==> src/rtl/ram_fifo_ctrl.sv <==
// Pointer/occupancy controller that wraps a registered-read dual-port RAM into a
// valid/ready flit FIFO; the RAM's dataOut register is the FIFO output stage.
module ram_fifo_ctrl #(
  parameter int addressWidth     = 4,
  parameter int almostFullThresh = 2**addressWidth - 2
) (
  input  logic                    clk,
  input  logic                    reset,
  input  logic                    inValid,
  output logic                    inReady,
  output logic                    outValid,
  input  logic                    outReady,
  output logic                    writeEn,
  output logic [addressWidth-1:0] writeAddr,
  output logic                    readEn,
  output logic [addressWidth-1:0] readAddr,
  output logic [addressWidth:0]   memCount,
  output logic                    almostFull,
  output logic                    empty
);

  localparam logic [addressWidth:0] capacity  = {1'b1, {addressWidth{1'b0}}};
  localparam logic [addressWidth:0] threshVal = almostFullThresh[addressWidth:0];

  logic [addressWidth-1:0] wrPtr;
  logic [addressWidth-1:0] rdPtr;
  logic [addressWidth:0]   memCountNext;
  logic                    outValidNext;
  logic                    full;

  // full is decoded from registered state only, so inReady never depends on inputs
  assign full      = (memCount == capacity);
  assign inReady   = !full && !reset;
  assign writeEn   = inValid && inReady;
  assign readEn    = (memCount != '0) && (!outValid || outReady) && !reset;
  assign writeAddr = wrPtr;
  assign readAddr  = rdPtr;
  assign empty     = (memCount == '0) && !outValid;

  always_comb begin
    memCountNext = memCount;
    if (writeEn && !readEn) begin
      memCountNext = memCount + 1'b1;
    end else if (readEn && !writeEn) begin
      memCountNext = memCount - 1'b1;
    end
  end

  // A RAM read refills the output stage; otherwise a downstream take empties it
  always_comb begin
    outValidNext = outValid;
    if (readEn) begin
      outValidNext = 1'b1;
    end else if (outReady) begin
      outValidNext = 1'b0;
    end
  end

  always_ff @(posedge clk) begin
    if (reset) begin
      wrPtr      <= '0;
      rdPtr      <= '0;
      memCount   <= '0;
      outValid   <= 1'b0;
      almostFull <= 1'b0;
    end else begin
      if (writeEn) begin
        wrPtr <= wrPtr + 1'b1;
      end
      if (readEn) begin
        rdPtr <= rdPtr + 1'b1;
      end
      memCount   <= memCountNext;
      outValid   <= outValidNext;
      almostFull <= (memCountNext >= threshVal);
    end
  end

endmodule

==> config.mk <==
export PLATFORM = sky130hd
export DESIGN_NAME = ram_fifo_ctrl
export DESIGN_NICKNAME = d
export VERILOG_FILES = /design/src/rtl/ram_fifo_ctrl.sv
export SDC_FILE = /design/constraint.sdc
export NUM_CORES = 1
export LEC_CHECK = 0
export BUFFER_PORTS_ARGS = -buffer_cell sky130_fd_sc_hd__buf_4
export CAP_MARGIN = 20
export CORE_MARGIN = 10
export CORE_UTILIZATION = 53
export CTS_CLUSTER_DIAMETER = 150
export DETAILED_ROUTE_END_ITERATION = 8
export PLACE_DENSITY = 0.81
export SETUP_SLACK_MARGIN = 0.05
export SYNTH_ARGS = -nofsm -noshare
export SYNTH_HDL_FRONTEND = slang
export SYNTH_SLANG_ARGS = --single-unit
==> constraint.sdc <==
create_clock -name clk -period 3.3 [get_ports clk]
set_input_delay 0.165 -clock clk [delete_from_list [all_inputs] [get_ports clk]]
set_output_delay 0.165 -clock clk [all_outputs]
set_load 0.02 [all_outputs]
==> metrics.md, run 1 <==
| Metric | Value |
|---|---|
| Starting Density | `0.586` |
| Relative slew slack | `0.496` |
| Main combinational cell family by area after synthesis | `simple AND/OR/NAND/NOR gates` |
| First-pass GRT wire length | `3150 µm` |
| Ys async rst share | `0` |
| Routed len/inst | `15.2 µm` |
| Maximum VDD drop | `0.570 mV` |
| Filler instances | `102` |
| Initial antenna violation count | `0` |
| Max stage delay on crit path | `0.60 ns` |
| Seq/Total Area, Yosys | `0.375` |
| Worst-path clk slew | `0.09 ns` |
| Nets | `118` |
| Later-pin clock latency in the skew report | `0.28 ns` |
| Core area | `1370 µm²` |
| Hold Crit Class | `in2reg` |
| Adder-Cell Fraction of Synth Area | `0.0625` |
| RSZ-0062 raised after global routing | `no` |
| Cell Area, Placed | `970 µm²` |
| Worst Skew | `0.00257 ns` |
| Final setup TNS | `0 ns` |
| Die footprint | `3470 µm²` |
| PwrDens | `829 nW/µm²` |
| Final Max Tran Viols | `0` |
| Crit-path cells | `inv_1 -> ha_1 -> and4bb_1 -> nor2_1 -> or4b_1 -> nand3_1 -> a31o_1` |
| Final GP Congestion | `0.857` |
| Simple-Gate Fraction of Synth Area | `0.281` |
| Max H-tree Level | `1` |
| Drt pass-1 iters | `4` |
| Crit path buf inv count | `1` |
| Crit path time final | `2.37 ns` |
| Die Ht | `58.9 µm` |
| Dpl cells | `120` |
| Unique masters post-synth | `31` |
| Via density | `5.51` |
| Max Cap Viol | `0` |
| Hpwl dp | `1490 µm` |
| First DRT Iteration DRCs | `16` |
| IO Pins | `23` |
| Worst-margin pin slew | `0.753 ns` |
| Port Buffers | `22` |
| Sink Count | `15` |
| Final Util | `0.729` |
| Crit end category | `register` |
| Worst Path Required | `3.53 ns` |
| Root buf cell | `clkbuf_4` |
| Cell Rows | `13` |
| #FFs+latches synth | `15` |
| Number of global-route vias before repair | `709` |
| Syn avg cell area | `9.31 µm²` |
| Finished Cell Area | `996 µm²` |
| Status | `finished, final reports clean` |
| DRC Markers | `0` |
| Final Power | `0.826 mW` |
| Num CTS Buffers | `3` |
| CP delay by family, top | `simple AND/OR/NAND/NOR gates` |
| Kind of critical path | `reg2reg` |
| GR Overflow Total | `0` |
| Antenna Nets Post-Route | `0` |
| EDFF count, synth | `0` |
| Synth Area in XOR/XNOR | `0.0984` |
| Largest net degree at the start of global routing | `17` |
| Crit share post-route | `0.718` |
| Max FO, Critical Path | `12` |
| Post-CTS sizing | `0` |
| Crit path launch type | `register` |
| Setup bufs post-CTS | `0` |
| Final hold vios | `0` |
| Die W | `58.9 µm` |
| Cells after Synth | `86` |
| Final wirelength | `1880 µm` |
| Via count | `683` |
| Cts hold-fix bufs | `0` |
| Main synth FF type | `dfxtp_1` |
| Multiplexer share of the synthesized area | `0.0438` |
| ANT cells | `0` |
| CTS tree | `built` |
| Mapped Area | `801 µm²` |
| Synthesis-to-layout area growth | `24.4%` |
| Layout cells sized above 1 | `0.257` |
| Mapped Nets | `94` |
| Gr usage total | `0.114` |
| CP max-delay cell | `nor2_1` |
| Leak Pwr | `0.446 nW` |
| WP data arrival | `2.60 ns` |
| Post-synthesis compound-gate area fraction | `0.106` |
| Layout Cells excl Fill | `124` |
| Yosys warns | `0` |
| Fmax | `422 MHz` |
| CTS max path bufs | `2` |
| Count of final setup violators | `0` |
[cells in the final DEF (no fill, tap or decap)]
master and instances:
a2111o_1 1, a211oi_1 1, a21boi_0 1, a21oi_1 3, a22o_1 1, a31o_1 1, and2_1 2, and4bb_1 1
buf_4 22, clkbuf_1 1, clkbuf_4 3, dfxtp_1 15, ha_1 4, inv_1 3, mux2_4 1, mux2i_1 2
nand2_1 7, nand2b_1 2, nand3_1 2, nand4_1 4, nor2_1 11, nor2b_1 2, nor3_4 1, nor4b_4 1
o211ai_1 1, o21ai_0 2, o311ai_0 1, or3_1 2, or4b_1 2, xnor2_1 4, xor2_1 5
[stage by stage]
stage,worst slack [ns],hold slack [ns]
final,0.932,0.181
after global routing,0.745,0.177
after CTS,0.941,0.170
after detailed placement,0.957,0.479
after global placement,1.04,0.476
after floorplan,0.985,0.415
[power breakdown]
part           total (mW)  switching [mW]  internal [mW]
Clock               0.104          0.0571         0.0469
Combinational       0.447           0.241          0.205
Sequential          0.275          0.0544          0.221
Total               0.826           0.353          0.473
[registers in the layout, summed over array words and instances, names as in the netlist]
name	cells
writeAddr	4
outValid	1
almostFull	1
memCount	5
readAddr	4
[final timing paths]
path,cells past startpoint,slack (ns),endpoint,start
worst max-delay path,7,0.93,almostFull,memCount[0]
worst min-delay path,2,0.18,outValid,reset
worst max register to register,7,0.93,almostFull,memCount[0]
worst min register to register,2,0.51,writeAddr[1],writeAddr[1]
[area by class of cell]
class	count	area, µm²	share of cell area
well taps	15	18.8	0.0188
repair buffers	22	165	0.166
multi-input cells	65	474	0.476
inverters	3	11.3	0.0113
flip-flops and latches	15	300	0.302
clock buffers	4	26.3	0.0264
[layer usage]
layer / share of wire / global-route usage / vias up / wire (µm)
li1: - / - / 347 / -
met1: 0.43 / 0.123 / 312 / 817
met2: 0.46 / 0.185 / 22 / 872
met3: 0.097 / 0.0515 / 2 / 182
met4: 0.0043 / 0.0590 / 0 / 8
met5: 0 / 0 / - / 0
[cell usage after synthesis (2+ instances only)]
cell	n	area, µm²
and2_1	2	12.5
nor2_1	11	41.3
nand4_1	4	25.0
ha_1	4	50.1
mux2i_1	2	20.0
nor2b_1	2	12.5
xnor2_1	4	35.0
inv_1	3	11.3
nand2_1	7	26.3
nand2b_1	2	12.5
o21ai_0	2	10.0
nand3_1	2	10.0
xor2_1	5	43.8
a21oi_1	3	15.0
or3_1	2	12.5
or4b_1	2	20.0
dfxtp_1	15	300
[cell families (layout without fill, tap and decap cells)]
logic type | after synthesis | after routing
buffers and inverters | 6 | 29
flip-flops | 15 | 15
AND/OR/NAND/NOR | 37 | 37
multiplexers | 3 | 3
adder cells (fa/ha/maj) | 4 | 4
AO/OA/AOI/OAI | 12 | 12
XOR/XNOR | 9 | 9
Power figures use the tool's default switching activity.
==> run 2: changes to the inputs <==
--- a/config.mk
+++ b/config.mk
@@ -8,10 +8,10 @@
 export BUFFER_PORTS_ARGS = -buffer_cell sky130_fd_sc_hd__buf_4
 export CAP_MARGIN = 20
 export CORE_MARGIN = 10
-export CORE_UTILIZATION = 53
+export CORE_UTILIZATION = 49
 export CTS_CLUSTER_DIAMETER = 150
 export DETAILED_ROUTE_END_ITERATION = 8
-export PLACE_DENSITY = 0.81
+export PLACE_DENSITY = 0.76
 export SETUP_SLACK_MARGIN = 0.05
 export SYNTH_ARGS = -nofsm -noshare
 export SYNTH_HDL_FRONTEND = slang
==> constraint.sdc (replaced) <==
create_clock -name clk -period 2.41 [get_ports clk]
set_input_delay 0.1205 -clock clk [delete_from_list [all_inputs] [get_ports clk]]
set_output_delay 0.1205 -clock clk [all_outputs]
set_load 0.02 [all_outputs]
==> run 2 against run 1 <==
Maximum frequency up 8.8%. Via count up 3.2%. Routed wire length up 4.9%. Clock skew up 0.0039 ns. Critical path depth up 1. Register-to-register slack worse by 0.70 ns. Count of clock-buffer cells in the layout unchanged. Cell area up 3.9%.
==> metrics.md, run 2 (synthesis gave the netlist of run 1 again) <==
| Metric | Value |
|---|---|
| Status | `finished, final reports clean` |
| Maximum VDD drop | `0.722 mV (+27%)` |
| Worst-margin pin slew | `0.388 ns (-0.364 ns)` |
| Number of global-route vias before repair | `655 (-7.6%)` |
| Via density | `5.42 (-1.5%)` |
| CTS tree | `built` |
| Crit path time final | `2.18 ns (-0.191 ns)` |
| Die W | `60.4 µm (+2.6%)` |
| Kind of critical path | `reg2reg` |
| Final setup TNS | `0 ns (unchanged)` |
| Synthesis-to-layout area growth | `29.2%` |
| Num CTS Buffers | `3 (unchanged)` |
| Drt pass-1 iters | `4 (unchanged)` |
| Crit end category | `register` |
| WP data arrival | `2.41 ns (-0.19 ns)` |
| Final Power | `1.18 mW (+43%)` |
| Die Ht | `60.4 µm (+2.6%)` |
| Count of final setup violators | `0 (unchanged)` |
| Port Buffers | `22 (unchanged)` |
| Worst Hold Launch | `reset` |
| Later-pin clock latency in the skew report | `0.28 ns (about the same)` |
| ANT cells | `0 (unchanged)` |
| Largest register FFs | `5 (unchanged)` |
| IO Pins | `23 (unchanged)` |
| Layout cells sized above 1 | `0.289 (+0.0326)` |
| Gr usage total | `0.108 (-0.00680)` |
| Max H-tree Level | `1 (unchanged)` |
| Reg-to-reg startpoint | `memCount[1]` |
| Final Max Tran Viols | `0 (unchanged)` |
| CP startpoint | `memCount[1]` |
| CP delay by family, top | `simple AND/OR/NAND/NOR gates` |
| Fmax | `459 MHz (+8.8%)` |
| Root buf cell | `clkbuf_4` |
| GR Overflow Total | `0 (unchanged)` |
| Max stage delay on crit path | `0.47 ns (-0.13 ns)` |
| Crit share post-route | `0.903 (+0.186)` |
| Finished Cell Area | `1030 µm² (+3.9%)` |
| PwrDens | `1140 nW/µm² (+38%)` |
| CTS max path bufs | `2 (unchanged)` |
| Cell Rows | `14 (+1)` |
| First-pass GRT wire length | `3130 µm (-0.67%)` |
| Most frequent cells in the layout | `buf_4, dfxtp_1, nor2_1` |
| Worst-path clk slew | `0.10 ns (about the same)` |
| Final wirelength | `1970 µm (+4.9%)` |
| First DRT Iteration DRCs | `17 (+1)` |
| Core area | `1520 µm² (+12%)` |
| Routed len/inst | `15.2 µm (about the same)` |
| Relative slew slack | `0.740 (+0.244)` |
| Reg with most FFs | `memCount` |
| Worst Path Required | `2.65 ns (-0.88 ns)` |
| Hold Crit Class | `in2reg` |
| Die footprint | `3650 µm² (+5.4%)` |
| Cts hold-fix bufs | `0 (unchanged)` |
| Antenna Nets Post-Route | `0 (unchanged)` |
| Commonest non-fill, non-tap cell in the layout | `buf_4` |
| Starting Density | `0.525 (-0.0606)` |
| Pre-CTS WS | `0.185 ns (-0.772 ns)` |
| Max FO, Critical Path | `6 (-6)` |
| CP max-delay cell | `or4b_1` |
| Nets | `123 (+4.2%)` |
| Worst setup margin | `0.233 ns (-0.699 ns)` |
| Final GP Congestion | `0.784 (-8.5%)` |
| Cell Area, Placed | `978 µm² (+0.90%)` |
| Worst Skew | `0.00644 ns (+0.00387 ns)` |
| Leak Pwr | `0.472 nW (+5.8%)` |
| Via count | `705 (+3.2%)` |
| Initial antenna violation count | `0 (unchanged)` |
| Hpwl dp | `1410 µm (-5.4%)` |
| RSZ-0062 raised after global routing | `no` |
| Crit path buf inv count | `2 (+1)` |
| DRC Markers | `0 (unchanged)` |
| Final Util | `0.679 (-0.0500)` |
| Max Cap Viol | `0 (unchanged)` |
| Crit path launch type | `register` |
| Crit-path cells | `inv_1 -> ha_1 -> nor4b_4 -> nor3_4 -> buf_4 -> or4b_1 -> nand3_1 -> a31o_1` |
| Largest net degree at the start of global routing | `17 (unchanged)` |
| Final hold vios | `0 (unchanged)` |
| Sink Count | `15 (unchanged)` |
## run 2: what timing repair did
| item | CTS | global route |
|---|---|---|
| endpoints found under the setup margin | 0 | 1 |
| gates resized for setup | 0 | 0 |
| setup buffers | 0 | 4 |
## run 2: area by class of cell
cell class	count	area, µm²
clock buffer	4	26.3
fill	147	489
inverter	3	11.3
multi-input combinational	65	474
sequential	15	300
tap	16	20.0
timing repair buffer	27	203
## run 2: worst register-to-register path, cell delays in order (launching register included)
cell and delay, ns:
dfxtp_1 0.36, inv_1 0.10, ha_1 0.22, nor4b_4 0.38
nor3_4 0.13, buf_4 0.18, or4b_1 0.47, nand3_1 0.14
a31o_1 0.15
## run 2: stage by stage
| stage | hold slack [ns] | std cells |
|---|---|---|
| floorplan | 0.370 | 86 |
| global placement | 0.437 | 122 |
| detailed placement | 0.442 | 122 |
| CTS | 0.140 | 126 |
| global route | 0.148 | 130 |
| finish | 0.141 | 130 |
## run 2: power by group
group | leakage [nW] | internal, mW | switching [mW]
Combinational | 0.335 | 0.322 | 0.335
Sequential | 0.122 | 0.302 | 0.0736
Clock | 0.0150 | 0.0641 | 0.0842
Total | 0.472 | 0.688 | 0.493
## run 2: path summary, 6_finish.rpt
check                           depth (start not counted)  slack [ns]           end
worst max register to register                          8        0.23    almostFull
worst min register to register                          2        0.51  writeAddr[1]
worst min-delay path                                    2        0.14      outValid
worst max-delay path                                    8        0.23    almostFull
## run 2: routing by layer
| metal | vias up | wire [µm] | share of wire | track usage |
|---|---|---|---|---|
| met5 | - | 0 | 0 | 0 |
| met4 | 0 | 17 | 0.0086 | 0.0376 |
| met3 | 4 | 195 | 0.099 | 0.0376 |
| met2 | 27 | 858 | 0.43 | 0.162 |
| met1 | 314 | 901 | 0.46 | 0.139 |
| li1 | 360 | - | - | - |
==> run 3: changes to the inputs <==
--- a/config.mk
+++ b/config.mk
@@ -7,11 +7,13 @@
 export LEC_CHECK = 0
 export BUFFER_PORTS_ARGS = -buffer_cell sky130_fd_sc_hd__buf_4
 export CAP_MARGIN = 20
+export CELL_PAD_IN_SITES_DETAIL_PLACEMENT = 0
+export CELL_PAD_IN_SITES_GLOBAL_PLACEMENT = 2
 export CORE_MARGIN = 10
-export CORE_UTILIZATION = 49
+export CORE_UTILIZATION = 29
 export CTS_CLUSTER_DIAMETER = 150
 export DETAILED_ROUTE_END_ITERATION = 8
-export PLACE_DENSITY = 0.76
+export PLACE_DENSITY_LB_ADDON = 0.1
 export SETUP_SLACK_MARGIN = 0.05
 export SYNTH_ARGS = -nofsm -noshare
 export SYNTH_HDL_FRONTEND = slang
==> run 3 against run 2 <==
Sequential share of layout area down 0.070 points. Clock power about the same. Critical endpoint unchanged. Highest routed layer unchanged. Utilization down 27 points. Largest cell class unchanged.
==> metrics.md, run 3 (synthesis gave the netlist of run 1 again) <==
| Metric | Value |
|---|---|
| Status | `finished, final reports clean` |
| Final hold vios | `0 (unchanged)` |
| Relative slew slack | `0.736 (-0.00382)` |
| Max FO, Critical Path | `7 (+1)` |
| Crit-path cells | `inv_1 -> ha_1 -> nor4b_4 -> nor3_4 -> buf_4 -> or4b_1 -> nand3_1 -> a31o_1` |
| Crit share post-route | `0.896 (-0.00712)` |
| Later-pin clock latency in the skew report | `0.28 ns (about the same)` |
| Num CTS Buffers | `3 (unchanged)` |
| Final setup TNS | `0 ns (unchanged)` |
| Post-CTS sizing | `0 (unchanged)` |
| Drt pass-1 iters | `4 (unchanged)` |
| Synthesis-to-layout area growth | `29.5%` |
| ANT cells | `0 (unchanged)` |
| GR Overflow Total | `0 (unchanged)` |
| PwrDens | `1110 nW/µm² (-2.3%)` |
| RSZ-0062 raised after global routing | `no` |
| Sink Count | `15 (unchanged)` |
| DRC Markers | `0 (unchanged)` |
| Antenna Nets Post-Route | `0 (unchanged)` |
| Root buf cell | `clkbuf_4` |
| CP max-delay cell | `or4b_1` |
| Die W | `72.5 µm (+20%)` |
| Via count | `687 (-2.6%)` |
| Layout Cells excl Fill | `142 (+9.2%)` |
| Worst Skew | `0.00197 ns (-0.00447 ns)` |
| Hpwl dp | `1510 µm (+7.0%)` |
| Routed len/inst | `14.2 µm (-6.2%)` |
| Die Ht | `72.5 µm (+20%)` |
| First-pass GRT wire length | `3280 µm (+5.1%)` |
| Worst Path Required | `2.65 ns (about the same)` |
| Crit path buf inv count | `2 (unchanged)` |
| Count of final setup violators | `0 (unchanged)` |
| Largest register FFs | `5 (unchanged)` |
| Layout cells sized above 1 | `0.277 (-0.0127)` |
| Largest net degree at the start of global routing | `17 (unchanged)` |
| Number of global-route vias before repair | `664 (+1.4%)` |
| Leak Pwr | `0.462 nW (-2.2%)` |
| CTS tree | `built` |
| Final Max Tran Viols | `0 (unchanged)` |
| Reg with most FFs | `memCount` |
| Via density | `4.84 (-11%)` |
| Crit end category | `register` |
| CTS max path bufs | `2 (unchanged)` |
| First DRT Iteration DRCs | `28 (+11)` |
| Starting Density | `0.315 (-0.211)` |
| Fmax | `463 MHz (+0.79%)` |
| Die footprint | `5260 µm² (+44%)` |
| Final GP Congestion | `0.726 (-7.3%)` |
| Worst-margin pin slew | `0.394 ns (+0.00570 ns)` |
| Maximum VDD drop | `0.604 mV (-16%)` |
| IO Pins | `23 (unchanged)` |
| Worst setup margin | `0.250 ns (+0.0171 ns)` |
| Dpl cells | `136 (+11%)` |
| Cell Rows | `18 (+4)` |
| Nets | `121 (-1.6%)` |
| Max Cap Viol | `0 (unchanged)` |
| Initial antenna violation count | `0 (unchanged)` |
| CP delay by family, top | `simple AND/OR/NAND/NOR gates` |
| Worst-path clk slew | `0.09 ns (about the same)` |
| Core area | `2540 µm² (+67%)` |
| Filler instances | `265 (+80%)` |
| Kind of critical path | `reg2reg` |
| Final Power | `1.16 mW (-2.1%)` |
| Hold Crit Class | `in2reg` |
| Crit path launch type | `register` |
| Crit path time final | `2.16 ns (-0.0171 ns)` |
| Most frequent cells in the layout | `buf_4, dfxtp_1, nor2_1` |
| Commonest non-fill, non-tap cell in the layout | `buf_4` |
| Gr usage total | `0.0765 (-0.0312)` |
| Max H-tree Level | `1 (unchanged)` |
| Max stage delay on crit path | `0.46 ns (about the same)` |
| Port Buffers | `22 (unchanged)` |
| WP data arrival | `2.40 ns (about the same)` |
| Pre-CTS WS | `0.179 ns (-0.00694 ns)` |
| Final wirelength | `2020 µm (+2.4%)` |
-- run 3: cell count changes in the layout (fill, tap and decap cells not counted) --
cell | previous run | this run
buf_4 | 27 | 25
-- run 3: final timing paths --
check	depth (start not counted)	end	slack [ns]	start
max	8	almostFull	0.25	memCount[0]
min	2	writeAddr[0]	0.15	reset
max reg2reg	8	almostFull	0.25	memCount[0]
min reg2reg	2	writeAddr[1]	0.51	writeAddr[1]
-- run 3: repair_timing --
action                                  4_1_cts  5_1_grt
hold buffers                                  0        0
setup buffers                                 0        2
endpoints found under the setup margin        0        1
-- run 3: final cells by class --
type,count,area (µm²),area share
sequential,15,300,0.290
tap,30,37.5,0.0362
timing repair buffer,25,188,0.181
inverter,3,11.3,0.0109
multi-input combinational,65,474,0.457
clock buffer,4,26.3,0.0253
-- run 3: where the power goes --
group          total [mW]  switching, mW  internal [mW]
clock               0.147         0.0831         0.0643
combinational       0.632          0.328          0.304
sequential          0.376         0.0739          0.302
-- run 3: through the flow --
stage	hold WS, ns	instance area [µm²]	utilization
6_report	0.152	1040	0.408
5_1_grt	0.154	1040	0.408
4_1_cts	0.143	1020	0.402
3_5_place_dp	0.449	996	0.391
3_3_place_gp	0.450	996	0.391
2_1_floorplan	0.370	801	-
-- run 3: per-layer routing --
metal,up-vias,wire length (µm),track usage
met4,0,13,0.0316
met1,313,973,0.0986
li1,357,-,-
met2,15,880,0.109
met5,-,0,0
met3,2,153,0.0313
